### src/rtl/spi_flash_loader.sv
// Boot-time dual-output fast-read SPI flash loader: streams bytes from the flash
// to the SDRAM write sequencer over a valid/ready byte interface.
module spi_flash_loader #(
    parameter logic [7:0] CMD    = 8'h3B,
    parameter logic [7:0] NDUMMY = 8'd8
) (
    input  logic        C25M,
    input  logic        RES,
    input  logic        Start,
    input  logic [23:0] FAddr,
    input  logic [15:0] Len,
    output logic        Busy,
    output logic        Done,
    output logic        nFCS,
    output logic        FCK,
    output logic        MOSIout,
    output logic        MOSIOE,
    input  logic        MOSIin,
    input  logic        MISO,
    output logic [7:0]  LDData,
    output logic [15:0] LDAddr,
    output logic        LDValid,
    input  logic        LDReady
);

    typedef enum logic [2:0] {
        StIdle, StCmd, StAddr, StDummy, StData, StDrain
    } stateT;

    stateT       state, stateNext;
    logic [7:0]  bitCnt, bitCntNext;
    logic [30:0] txShift, txShiftNext;
    logic [5:0]  rxShift, rxShiftNext;
    logic [15:0] byteCnt, byteCntNext;
    logic [15:0] lenReg, lenRegNext;
    logic        nFCSNext, FCKNext, MOSIoutNext, MOSIOENext;
    logic        busyNext, doneNext, ldValidNext;
    logic [7:0]  ldDataNext;
    logic [15:0] ldAddrNext;
    logic        accept;

    always_ff @(posedge C25M) begin
        if (RES) begin
            state   <= StIdle;
            bitCnt  <= '0;
            txShift <= '0;
            rxShift <= '0;
            byteCnt <= '0;
            lenReg  <= '0;
            nFCS    <= 1'b1;
            FCK     <= 1'b0;
            MOSIout <= 1'b0;
            MOSIOE  <= 1'b0;
            Busy    <= 1'b0;
            Done    <= 1'b0;
            LDValid <= 1'b0;
            LDData  <= '0;
            LDAddr  <= '0;
        end else begin
            state   <= stateNext;
            bitCnt  <= bitCntNext;
            txShift <= txShiftNext;
            rxShift <= rxShiftNext;
            byteCnt <= byteCntNext;
            lenReg  <= lenRegNext;
            nFCS    <= nFCSNext;
            FCK     <= FCKNext;
            MOSIout <= MOSIoutNext;
            MOSIOE  <= MOSIOENext;
            Busy    <= busyNext;
            Done    <= doneNext;
            LDValid <= ldValidNext;
            LDData  <= ldDataNext;
            LDAddr  <= ldAddrNext;
        end
    end

    // FCK doubles as the bit phase: low = phase 0, high = phase 1.
    always_comb begin
        stateNext   = state;
        bitCntNext  = bitCnt;
        txShiftNext = txShift;
        rxShiftNext = rxShift;
        byteCntNext = byteCnt;
        lenRegNext  = lenReg;
        nFCSNext    = nFCS;
        FCKNext     = FCK;
        MOSIoutNext = MOSIout;
        MOSIOENext  = MOSIOE;
        busyNext    = Busy;
        doneNext    = Done;
        ldDataNext  = LDData;
        ldAddrNext  = LDAddr;
        accept      = LDValid && LDReady;
        ldValidNext = accept ? 1'b0 : LDValid;

        case (state)
            StIdle: begin
                if (Start) begin
                    stateNext   = StCmd;
                    nFCSNext    = 1'b0;
                    FCKNext     = 1'b0;
                    MOSIOENext  = 1'b1;
                    MOSIoutNext = CMD[7];
                    txShiftNext = {CMD[6:0], FAddr};
                    bitCntNext  = '0;
                    byteCntNext = '0;
                    lenRegNext  = Len;
                    busyNext    = 1'b1;
                    doneNext    = 1'b0;
                end
            end
            StCmd, StAddr: begin
                FCKNext = ~FCK;
                if (FCK) begin
                    bitCntNext  = bitCnt + 8'd1;
                    MOSIoutNext = txShift[30];
                    txShiftNext = {txShift[29:0], 1'b0};
                    if (state == StCmd && bitCnt == 8'd7) begin
                        stateNext  = StAddr;
                        bitCntNext = '0;
                    end else if (state == StAddr && bitCnt == 8'd23) begin
                        stateNext   = StDummy;
                        bitCntNext  = '0;
                        MOSIOENext  = 1'b0;
                        MOSIoutNext = 1'b0;
                    end
                end
            end
            StDummy: begin
                FCKNext = ~FCK;
                if (FCK) begin
                    bitCntNext = bitCnt + 8'd1;
                    if (bitCnt == NDUMMY - 8'd1) begin
                        stateNext  = StData;
                        bitCntNext = '0;
                    end
                end
            end
            StData: begin
                if (!FCK) begin
                    // Stall at the start of a byte while the holding register is still full.
                    if (!(bitCnt[1:0] == 2'd0 && LDValid && !LDReady))
                        FCKNext = 1'b1;
                end else begin
                    FCKNext     = 1'b0;
                    bitCntNext  = bitCnt + 8'd1;
                    rxShiftNext = {rxShift[3:0], MISO, MOSIin};
                    if (bitCnt[1:0] == 2'd3) begin
                        ldDataNext  = {rxShift, MISO, MOSIin};
                        ldAddrNext  = byteCnt;
                        byteCntNext = byteCnt + 16'd1;
                        ldValidNext = 1'b1;
                        if (byteCnt + 16'd1 == lenReg) begin
                            stateNext  = StDrain;
                            nFCSNext   = 1'b1;
                            MOSIOENext = 1'b0;
                        end
                    end
                end
            end
            StDrain: begin
                if (accept) begin
                    stateNext = StIdle;
                    busyNext  = 1'b0;
                    doneNext  = 1'b1;
                end
            end
            default: stateNext = StIdle;
        endcase
    end

endmodule

### config.mk
export PLATFORM = sky130hd
export DESIGN_NAME = spi_flash_loader
export DESIGN_NICKNAME = d
export VERILOG_FILES = /design/src/rtl/spi_flash_loader.sv
export SDC_FILE = /design/constraint.sdc
export NUM_CORES = 1
export LEC_CHECK = 0
export ABC_AREA = 1
export CORE_AREA = 2 2 107 129
export CTS_CLUSTER_DIAMETER = 60
export CTS_CLUSTER_SIZE = 30
export DETAILED_ROUTE_END_ITERATION = 7
export DIE_AREA = 0 0 109 131
export GPL_TIMING_DRIVEN = 0
export PLACE_DENSITY = 0.62
export REMOVE_ABC_BUFFERS = 1
export SYNTH_ARGS = -nofsm -noshare
export SYNTH_HDL_FRONTEND = slang
export SYNTH_SLANG_ARGS = --single-unit
### constraint.sdc
create_clock -name C25M -period 2.08 [get_ports C25M]
set_input_delay 0.312 -clock C25M [delete_from_list [all_inputs] [get_ports C25M]]
set_output_delay 0.312 -clock C25M [all_outputs]
set_load 0.005 [all_outputs]
# == Yosys cells after proc, flatten, opt, wreduce, memory -nomap -nowiden ==
# Index checks and enable logic that the tools add are counted.
# totals
memories,0
inputBits,46
output_inout_bits,31
register_bits,111
romBits,0
latchBits,0
mem_bits_rw,0
# classes
n_reduce_logical,27
muxes,54
n_lt_le_gt_ge,0
div_mod_pow,0
n_addsub,2
bitwise,1
eq_ne,20
n_shift,0
multipliers,0
# op_table
cell,n
$mux 31,2
$pmux 31 s2,1
$mux 8,7
$mux 16,3
$pmux 16 s2,1
$pmux 8 s4,1
$mux 3,10
$mux 1,22
$ne 2x2->1 const B,10
$add 16x1->16 const B,1
$eq 16x16->1,1
$pmux 3 s5,1
$reduce_and 5->1,2
$reduce_and 3->1,3
$reduce_and 9->1,1
$add 8x1->8 const B,1
$eq 8x3->1 const B,1
$eq 8x5->1 const B,1
$pmux 1 s2,4
$reduce_and 8->1,1
$eq 3x2->1 const B,2
$eq 3x3->1 const B,2
$pmux 1 s3,2
$reduce_and 2->1,3
14 further kinds,21

# == Logic depth before layout (Yosys ltp) ==
# Gate-level depths: netlist of run 1.
# logic_depth
depth_word,6
ltp_mapped,16

# == Least setup slack after synthesis of run 1 ==
# Ideal clock, no wire load.
# synth_path
kind,register to register
from,reg byteCnt[1]
to,reg MOSIOE
t_arrival_ps,1700
stages_incl_launch_ff,17
synth_period_minus_slack_ps,1832
n_path_buf,0
setup_slack_ps,248
setup_time_ps,132
t_required_ps,1948
cell_sequence,dfxtp_1 ha_1 nand3_1 nor2_2 nand2_1 nand2_1 nand2_1 nand2_1 nand2_1 nor2_1 nand2_2 nor2_4 nand3_2 nand2_2 nand2_2 nand2_1 a21oi_1
# synth_between
elab_chain_cells,4
# synth_lines
item,line_no,source
start: declaration,34,"logic [15:0] byteCnt, byteCntNext;"
start signal: assignment,64,byteCnt <= byteCntNext;
$add 16x1->16,154,if (byteCnt + 16'd1 == lenReg) begin
$eq 16x16->1,154,
$ne 2x2->1 (no source line),--,
$reduce_and 8->1 (no source line),--,
end signal: assignment,69,MOSIOE <= MOSIOENext;
end: declaration,17,"output logic MOSIOE,"
# No other way between the ends.
# A chain may end at the register's enable or synchronous reset.

# == Worst setup path after layout of run 1 ==
# Same ends and word-level chain as after synthesis.

==> metrics, run 1 <==
outcome finished, final reports clean; die footprint 14300 sq um; Synth Flop Type dfxtp_1; Fmax 0.486 GHz; cell with the most instances after synthesis nand2_1; Core Box Area 13100 sq um; GPL Wtd Cong 0.878; reg2reg setup slack 20 ps; Die Width 109 microns; worst hold path type reg2reg; net switching power 0.00304 W; CP bufs+invs 0; top-level port count 77; worst slew pin tran 801 ps; Slowest cell on crit path dfxtp_4; max-slew violation count 0; DP Cell Count 933; # DRC 0; post-route insts no fill 975; CTS Root Cell clkbuf_16; Clock Power Share 23.3%; Int Power 0.00478 W; final worst setup slack 24.2 ps; Yosys reg bits 111; Routed WL per cell 14.7 microns; Pwr Total 0.00782 W; Clock Skews 8.68 ps; Routed Antenna Nets 0; leak pwr 2.53 nW; standard-cell rows 46; RSZ-0062 raised after global routing true; grt ovf 0; synthesized cell area 5120 sq um; Vias per Instance 5.19; Sw Share 38.9%; cells after synthesis 720; hold buffer count at CTS 0; fraction of synthesized area in multiplexers 0%; clk sinks 111; drt initial violations 347; Clock Tree Buf Depth 2; fin crit period 2060 ps; fin crit share 98.8%; via count 5064; first drt pass iteration count 5; Critical Path, Cell by Cell ha_4 > nand2_4 > nor2_4 > nand2_2 > nand2_2 > nand2_2 > nand2_2 > nand2_2 > nor2_4 > nand3_2 > nor2_4 > nand3_2 > nand2_2 > nand2_2 > nand2_2 > a21oi_2; Die Ht 131 microns; EDFF count, synth 0; Final Setup Violations 0; register area share after synthesis 43.4%; Synth top area share 43.4%; MaxCap Viol Count 0; Avg Inst Size Synth 7.12 sq um; Synth Area in XOR/XNOR 0.513%; area share of fa/ha/maj cells after synthesis 0.732%; crit-path most repeated cell nand2_2; ant diodes 0; CP Class reg2reg; final hold violations 0; PD cells 1160 nW/um^2; first-pass GRT wire length 22600 microns; Yosys warnings 0; CP max FO 5; largest net degree at the start of global routing 55; post-synthesis compound-gate area fraction 19.4%; layout cell share with drive strength beyond 1 15.9%; Critical Path Start Type flop; dpl ws -814 ps; post-synth cell types 38; CP top delay family simple AND/OR/NAND/NOR gates; # port buffers 76; GR Util All Layers 20.3%; Synth-to-Final Area Change 31.8%; synth cell count leaders nand2_1 (186), dfxtp_1 (111), o21ai_0 (71); sequential share of power 36.7%; arrival time worst endpoint 2260 ps; CTS clk-pin slew, worst paths 70 ps; largest cells by area after synthesis dfxtp_1 (43%), nand2_1 (14%), o21ai_0 (6.9%); crit end category flop; VDD IR max 0.780 mV; combinational power share 40.0%; combinational family with the most area after synthesis simple AND/OR/NAND/NOR gates; vias in the first global route 4721; htree depth 3; NumNets Final 851; initial antenna violation count 0; Worst path max stage delay 390 ps; Starting Density 39.2%; area leader, netlist dfxtp_1; DRT Wirelength 14300 microns; DPL Wire Length 8650 microns; Skew-Pair Late Insertion Delay 350 ps; worst path required time 2280 ps; TritonCTS clock tree done; synthesized-area fraction occupied by and/or/nand/nor cells 28.7%; Max-slew headroom 46.6%; cts bufs inserted 9; Async SR Flop Fraction 0%
-- final timing paths --
path / start / end / depth (start not counted)
setup / recovery: byteCnt[1] / MOSIOE / 16
hold / removal: MOSIOE / MOSIOE / 2
setup reg to reg: byteCnt[1] / MOSIOE / 16
hold reg to reg: MOSIOE / MOSIOE / 2
-- per-stage QoR --
step | hold slack (ps) | area (sq um) | utilization [%] | TNS [ps]
floorplan | 374 | 4990 | - | -2430
global placement | 451 | 5960 | 45.6 | -153920
detailed placement | 454 | 5970 | 45.7 | -52900
CTS | 464 | 6480 | 49.6 | -57.9
global route | 483 | 6750 | 51.7 | -230
finish | 455 | 6750 | 51.7 | 0
-- kinds of logic after synthesis --
logic type	Yosys count
xor+xnor	3
simple gates	329
buf+inv	94
fa+ha+maj	3
flops	111
compound gates	180
-- power groups by stage --
stage	registers, W	logic, W	clock network [W]
after floorplan	0.00283	0.00177	0
after global placement	0.00288	0.00240	0
after detailed placement	0.00290	0.00247	0
after CTS	0.00286	0.00283	0.00186
after global routing	0.00292	0.00347	0.00195
final	0.00287	0.00313	0.00182
-- layout make-up --
| class | count | area (sq um) |
|---|---|---|
| clock buffer | 11 | 253 |
| clock inverter | 5 | 63.8 |
| fill | 1288 | 6310 |
| inverter | 62 | 278 |
| multi-input combinational | 519 | 2720 |
| sequential | 111 | 2240 |
| tap | 168 | 210 |
| timing repair buffer | 97 | 963 |
| timing repair inverter | 2 | 16.3 |
-- per-layer routing --
metal | GRT usage, % | vias to the layer above | routed length, microns
met5 | 0 | - | 0
met4 | 6.79 | 0 | 174
met3 | 5.11 | 12 | 818
met2 | 35.6 | 111 | 7210
met1 | 24.0 | 2387 | 6120
li1 | - | 2554 | -
-- state kept, by name, summed over array words and instances (netlist names) --
register,count
txShift,31
LDAddr,16
byteCnt,16
lenReg,16
LDData,8
bitCnt,8
rxShift,6
state,3
Busy,1
Done,1
FCK,1
LDValid,1
MOSIOE,1
MOSIout,1
nFCS,1
-- timing repair --
| item | 4_1_cts | 5_1_grt |
|---|---|---|
| setup buffers | 7 | 13 |
| pin swaps | 3 | 24 |
| resized for setup | 24 | 45 |
| gates cloned | 5 | 1 |
| setup endpoints to repair | 101 | 66 |
-- placed cells by master (no fill, tap or decap), types with 3 or more instances in the layout --
cell type | synthesis | layout
a21oi_1 | 67 | 66
a31oi_1 | 24 | 24
buf_12 | 0 | 4
buf_4 | 1 | 17
clkbuf_16 | 0 | 9
clkdlybuf4s50_1 | 0 | 75
dfxtp_1 | 111 | 101
dfxtp_2 | 0 | 6
dfxtp_4 | 0 | 4
inv_1 | 53 | 49
inv_2 | 6 | 6
inv_4 | 2 | 3
nand2_1 | 186 | 174
nand2_2 | 10 | 19
nand2_4 | 0 | 3
nand3_1 | 37 | 35
nand3_2 | 3 | 3
nand4_1 | 13 | 13
nor2_1 | 51 | 47
nor2_2 | 10 | 8
nor2_4 | 8 | 17
nor3_1 | 6 | 6
o21ai_0 | 71 | 70
o21ai_1 | 4 | 5
-- worst reg2reg max path: cells and delay by family (launching register included) --
kind | cells | cell delay, ps
simple gates | 14 | 1310
flops | 1 | 390
fa+ha+maj | 1 | 170
compound gates | 1 | 40
Power figures use the tool's default switching activity.
==> run 2, diff against run 1 <==
--- a/config.mk
+++ b/config.mk
@@ -5,12 +5,12 @@
 export SDC_FILE = /design/constraint.sdc
 export NUM_CORES = 1
 export LEC_CHECK = 0
-export ABC_AREA = 1
-export CORE_AREA = 2 2 107 129
+export CAP_MARGIN = 10
+export CORE_AREA = 2 2 107 130
 export CTS_CLUSTER_DIAMETER = 60
 export CTS_CLUSTER_SIZE = 30
 export DETAILED_ROUTE_END_ITERATION = 7
-export DIE_AREA = 0 0 109 131
+export DIE_AREA = 0 0 109 132
 export GPL_TIMING_DRIVEN = 0
 export PLACE_DENSITY = 0.62
 export REMOVE_ABC_BUFFERS = 1
==> run 2 against run 1 <==
Compared with the run above: critical path depth shrank 7; fmax is essentially flat; via count shrank 2.6%; flip-flop and latch count is the same; routed wire length shrank 6.9%.
==> metrics, run 2 <==
commonest non-fill, non-tap cells in the layout nand2_1 (163), dfxtp_1 (95), a21oi_1 (77); # port buffers 76 (unchanged); ant diodes 0 (unchanged); Clock Tree Buf Depth 2 (unchanged); Clock Power Share 24.8% (+1.5 points); PD cells 1070 nW/um^2 (-7.2%); largest register by flop count txShift; EDFF count, synth 0 (unchanged); leak pwr 2.39 nW (-5.7%); DRT Wirelength 13300 microns (-6.9%); crit end category flop; standard-cell rows 46 (unchanged); Final Setup Violations 0 (unchanged); Die Width 109 microns (unchanged); arrival time worst endpoint 2310 ps (+50 ps); RSZ-0062 raised after global routing true; final hold violations 0 (unchanged); Synth-to-Final Area Change 31.2%; top-level port count 77 (unchanged); Skew-Pair Late Insertion Delay 360 ps (about the same); cts bufs inserted 9 (unchanged); Synth Flop Type dfxtp_1; fin crit share 98.8% (about the same); cells after synthesis 672 (-6.7%); max-slew violation count 0 (unchanged); via count 4932 (-2.6%); design area 6750 sq um (unchanged); # DRC 0 (unchanged); Starting Density 39.4% (+0.17 points); Avg Inst Size Synth 7.66 sq um (+7.6%); fin crit period 2050 ps (-1.01 ps); MaxCap Viol Count 0 (unchanged); Critical Path Start Type flop; area leader, netlist dfxtp_1; CP Class reg2reg; Clock Skews 11.5 ps (+2.85 ps); worst path required time 2330 ps (+50 ps); Yosys reg bits 111 (unchanged); Pwr Total 0.00725 W (-7.2%); NumNets Final 784 (-7.9%); initial antenna violation count 0 (unchanged); vias in the first global route 4590 (-2.8%); Async SR Flop Fraction 0% (unchanged); DPL Wire Length 8420 microns (-2.7%); area of placed instances 5980 sq um (+0.19%); drt initial violations 266 (-23%); CP max FO 6 (+1); TritonCTS clock tree done; outcome finished, final reports clean; Max-slew headroom 65.8% (+19 points); Routed WL per cell 14.7 microns (about the same); Vias per Instance 5.43 (+4.6%); worst slew pin tran 513 ps (-288 ps); clk sinks 111 (unchanged); GR Util All Layers 18.5% (-1.8 points); Die Ht 132 microns (+0.76%); worst hold path type in2reg; htree depth 3 (unchanged); max FFs per register 31 (unchanged); most common cell after layout, fill and taps aside nand2_1; grt ovf 0 (unchanged); fillers 1260 (-2.2%); cell with the most instances after synthesis nand2_1; Sequential Area 2270 sq um (+1.0%); Yosys warnings 0 (unchanged); combinational power share 35.8% (-4.2 points); Synth top area share 43.2% (-0.19 points); synth cell count leaders nand2_1 (166), dfxtp_1 (111), a21oi_1 (81); first-pass GRT wire length 21700 microns (-3.9%); sequential share of power 39.4% (+2.7 points); Sw Share 39.0% (+0.071 points); layout cell share with drive strength beyond 1 13.2% (-2.6 points); largest net degree at the start of global routing 62 (+13%); CTS Root Cell clkbuf_16; Fmax 0.487 GHz (about the same); CTS clk-pin slew, worst paths 80 ps (about the same); Routed Antenna Nets 0 (unchanged); multi-input logic area 2880 sq um (+5.7%); VDD IR max 0.536 mV (-31%); Int Power 0.00443 W (-7.3%); GPL Wtd Cong 0.913 (+4.0%); largest cells by area after synthesis dfxtp_1 (43%), nand2_1 (12%), a21oi_1 (7.9%); synthesized cell area 5150 sq um (+0.44%); net switching power 0.00283 W (-7.1%); post-synth cell types 55 (+45%); first drt pass iteration count 4 (-1); die footprint 14400 sq um (+0.76%); register area share after synthesis 43.2% (-0.19 points); Core Box Area 13100 sq um (unchanged)
run 2: cell count changes after synthesis, sizes merged, moves of 5 or more:
cell	change
nand3	-23
nor3	+12
a21oi	+12
inv	-50
buf	+5
clkbuf	+17
nand4	-5
o21ai	-62
nor4	+5
a311oi	+28
xnor2	+18
a31oi	-19
nand2	-29
run 2: final timing paths:
kind	from	end	slack [ps]	cells past startpoint
max	byteCnt[7]	state[0]	30	9
min	RES	byteCnt[7]	410	2
max reg2reg	byteCnt[7]	state[0]	30	9
min reg2reg	LDAddr[6]	LDAddr[6]	460	2
run 2: cell type report:
cell class                 instances  share of cell area, %
tap                              168                   3.11
clock inverter                     7                   1.43
multi-input combinational        497                   42.6
clock buffer                       9                   3.34
inverter                          11                  0.611
sequential                       111                   33.6
timing repair buffer             105                   15.3
run 2: repair_timing:
item                       4_1_cts  5_1_grt
setup endpoints to repair       82       49
hold buffers                     0        0
cloned                           1        0
resized for setup               53       17
pin swaps                       12       10
buffers inserted                13       11
run 2: kinds of logic (layout without fill, tap and decap cells):
group / Yosys count / count (layout) / synth area share, %
DFF: 111 / 111 / 43.2
xor gates and xnor gates: 25 / 25 / 4.25
AOI/OAI and AO/OA: 160 / 160 / 19.6
buffers and inverters: 65 / 132 / 5.25
muxes: 3 / 3 / 0.583
adders and majority gates: 3 / 3 / 0.729
and+or+nand+nor: 305 / 306 / 26.4
run 2: through the flow:
| stage | setup TNS, ps | hold slack [ps] | setup slack (ps) | instances | utilization [%] |
|---|---|---|---|---|---|
| 4_1_cts | 0 | 396 | 0.170 | 897 | 50.5 |
| 2_1_floorplan | -21220 | 381 | -671 | 618 | - |
| 5_1_grt | -199 | 435 | -76.6 | 908 | 51.7 |
| 3_3_place_gp | -185180 | 443 | -2100 | 862 | 45.1 |
| 3_5_place_dp | -39900 | 446 | -825 | 867 | 45.8 |
| 6_report | 0 | 409 | 25.2 | 908 | 51.7 |
run 2: power groups by stage:
stage	Clock (W)	Combinational (W)	Sequential, W
2_1_floorplan	0	0.00163	0.00282
3_3_place_gp	0	0.00217	0.00289
3_5_place_dp	0	0.00234	0.00290
4_1_cts	0.00183	0.00250	0.00285
5_1_grt	0.00193	0.00290	0.00292
6_report	0.00180	0.00260	0.00286
run 2: critical path, stage by stage, from the launching register on:
cell and delay [ps]:
dfxtp_4 370, buf_4 140, buf_4 150, xnor2_1 300, a41oi_1 110, a221oi_2 290, a211oi_2 120, nand4b_1 190
nor2_2 60, o31a_1 230
run 2: per-layer routing:
layer | GRT usage [%] | wire length, microns | up-vias
met4 | 7.19 | 303 | 0
met5 | 0 | 0 | -
met3 | 4.15 | 661 | 28
li1 | - | - | 2453
met1 | 22.5 | 5760 | 2334
met2 | 31.2 | 6600 | 117
==> run 3, diff against run 2 <==
--- a/config.mk
+++ b/config.mk
@@ -5,14 +5,15 @@
 export SDC_FILE = /design/constraint.sdc
 export NUM_CORES = 1
 export LEC_CHECK = 0
-export CAP_MARGIN = 10
-export CORE_AREA = 2 2 107 130
+export CAP_MARGIN = 0
+export CORE_AREA = 2 2 93 112
 export CTS_CLUSTER_DIAMETER = 60
 export CTS_CLUSTER_SIZE = 30
 export DETAILED_ROUTE_END_ITERATION = 7
-export DIE_AREA = 0 0 109 132
+export DIE_AREA = 0 0 95 114
 export GPL_TIMING_DRIVEN = 0
-export PLACE_DENSITY = 0.62
+export MAX_ROUTING_LAYER = met4
+export PLACE_DENSITY = 0.79
 export REMOVE_ABC_BUFFERS = 1
 export SYNTH_ARGS = -nofsm -noshare
 export SYNTH_HDL_FRONTEND = slang
==> run 3 against run 2 <==
Compared with the run above: the run now ends with negative setup slack left; clock-buffer cell count did not move; combinational power rose by 2%; non-clock buffer count fell by 7; routed wire length fell by 0.83%; highest routed layer unchanged; power rose by 1.1%; critical path depth fell by 1; clock skew fell by 6.0 ps; critical endpoint is now MOSIOE; die area fell by 25%; largest cell class unchanged; register-to-register slack got worse by 99 ps; worst hold slack got worse by 34 ps.
==> metrics, run 3 (synthesis results as in run 2) <==
Clock Skews 5.57 ps (-5.96 ps); GPL Wtd Cong 0.851 (-6.8%); Finished Core Util 67.4% (+16 points); CP Class reg2reg; worst slew pin tran 492 ps (-21.1 ps); hold buffer count at CTS 0 (unchanged); dpl ws -895 ps (-69.2 ps); worst hold path type in2reg; first-pass GRT wire length 21500 microns (-0.57%); DRT Wirelength 13200 microns (-0.83%); crit end category flop; Starting Density 52.2% (+13 points); die footprint 10800 sq um (-25%); CP top delay family simple AND/OR/NAND/NOR gates; max FFs per register 31 (unchanged); worst r2r src byteCnt[1]; layout cell share with drive strength beyond 1 12.8% (-0.44 points); Synth-to-Final Area Change 29.1%; first drt pass iteration count 5 (+1); Worst Setup SP byteCnt[1]; final hold violations 0 (unchanged); final worst setup slack -74.2 ps (-99.4 ps); Skew-Pair Late Insertion Delay 350 ps (about the same); Clock Tree Buf Depth 2 (unchanged); cts bufs inserted 9 (unchanged); CP bufs+invs 0 (-2); TritonCTS clock tree done; initial antenna violation count 0 (unchanged); grt ovf 0 (unchanged); NumNets Final 778 (-0.77%); GR Util All Layers 25.8% (+7.3 points); CP max FO 5 (-1); violated checks negative setup slack; Hold Path Depth 2 (unchanged); worst path required time 2320 ps (about the same); DPL Wire Length 8210 microns (-2.6%); arrival time worst endpoint 2390 ps (+80 ps); CTS clk-pin slew, worst paths 80 ps (about the same); largest net degree at the start of global routing 68 (+9.7%); htree depth 3 (unchanged); max-slew violation count 0 (unchanged); vias in the first global route 4674 (+1.8%); Routed WL per cell 15.4 microns (+4.7%); Core Box Area 9860 sq um (-25%); leak pwr 2.36 nW (-1.2%); RSZ-0062 raised after global routing true; # port buffers 76 (unchanged); Die Ht 114 microns (-14%); outcome finished with violations; via count 4990 (+1.2%); top-level port count 77 (unchanged); drt initial violations 255 (-4.1%); Slowest cell on crit path nor4_4; commonest non-fill, non-tap cells in the layout nand2_1 (163), dfxtp_1 (94), a21oi_1 (78); most common cell after layout, fill and taps aside nand2_1; Vias per Instance 5.80 (+6.8%); Final Setup Violations 3 (+3); worst-case reg-to-reg path depth 8 (-1); MaxCap Viol Count 0 (unchanged); Critical Path, Cell by Cell ha_4 > nand3_4 > nor4_4 > xnor2_2 > a2111oi_4 > nand4b_1 > nor2_2 > o22ai_1; Routed Antenna Nets 0 (unchanged); Critical Path Start Type flop; fin crit share 104% (+4.8 points); Die Width 95 microns (-13%); fin crit period 2150 ps (+99.4 ps); standard-cell rows 40 (-13%); Stages on worst setup path 8 (-1); # DRC 0 (unchanged); VDD IR max 0.763 mV (+42%); largest register by flop count txShift; Worst path max stage delay 410 ps (+40 ps); Max-slew headroom 67.2% (+1.4 points); Min-Delay Startpoint RES; Fmax 0.464 GHz (-4.6%); PD cells 1100 nW/um^2 (+2.8%); CTS Root Cell clkbuf_16; clk sinks 111 (unchanged); ant diodes 0 (unchanged)
## run 3: cell count changes in the layout (fill, tap and decap cells not counted), sizes merged
cell	previous run	this run
and2	2	3
buf	30	23
bufinv	0	1
clkinv	4	2
inv	14	15
## run 3: final timing paths
check	end	slack [ps]
worst max-delay path	MOSIOE	-70
worst min-delay path	byteCnt[14]	370
worst max register to register	MOSIOE	-70
worst min register to register	LDAddr[15]	450
## run 3: layer usage
metal | vias to the layer above | GRT usage (%) | routed length (microns)
li1 | 2444 | - | -
met1 | 2369 | 30.0 | 5470
met2 | 141 | 42.0 | 6800
met3 | 36 | 4.56 | 612
met4 | 0 | 14.1 | 332
met5 | - | - | 0
## run 3: cell type report
class | count | area (sq um)
well taps | 126 | 158
clock buffers | 9 | 225
inverters | 11 | 41.3
flip-flops and latches | 111 | 2260
clock inverters | 7 | 87.6
fillers | 803 | 3220
repair buffers | 98 | 971
multi-input cells | 498 | 2900
## run 3: worst register-to-register path, stage by stage, from the launching register on
cell and delay, ps:
dfxtp_4 390, ha_4 180, nand3_4 120, nor4_4 410, xnor2_2 160, a2111oi_4 250
nand4b_1 260, nor2_2 180, o22ai_1 90
## run 3: stage by stage
step,TNS (ps),hold WS [ps],instances,power (W),instance area (sq um)
global placement,-175320,440,820,0.00505,5840
finish,-181,375,860,0.00734,6640
CTS,0,374,851,0.00721,6500
detailed placement,-53950,448,823,0.00524,5900
floorplan,-21220,381,618,0.00444,4920
global route,-499,400,860,0.00782,6640
## run 3: timing repair
item                                    4_1_cts  5_1_grt
pin swaps                                     9       14
gates cloned                                  2        0
resized for setup                            58       12
endpoints found under the setup margin       80       33
setup buffers                                10        9
## run 3: power breakdown
group | switching, W | internal (W)
combinational | 0.00158 | 0.00106
clock | 0.000859 | 0.000965
sequential | 0.000348 | 0.00252
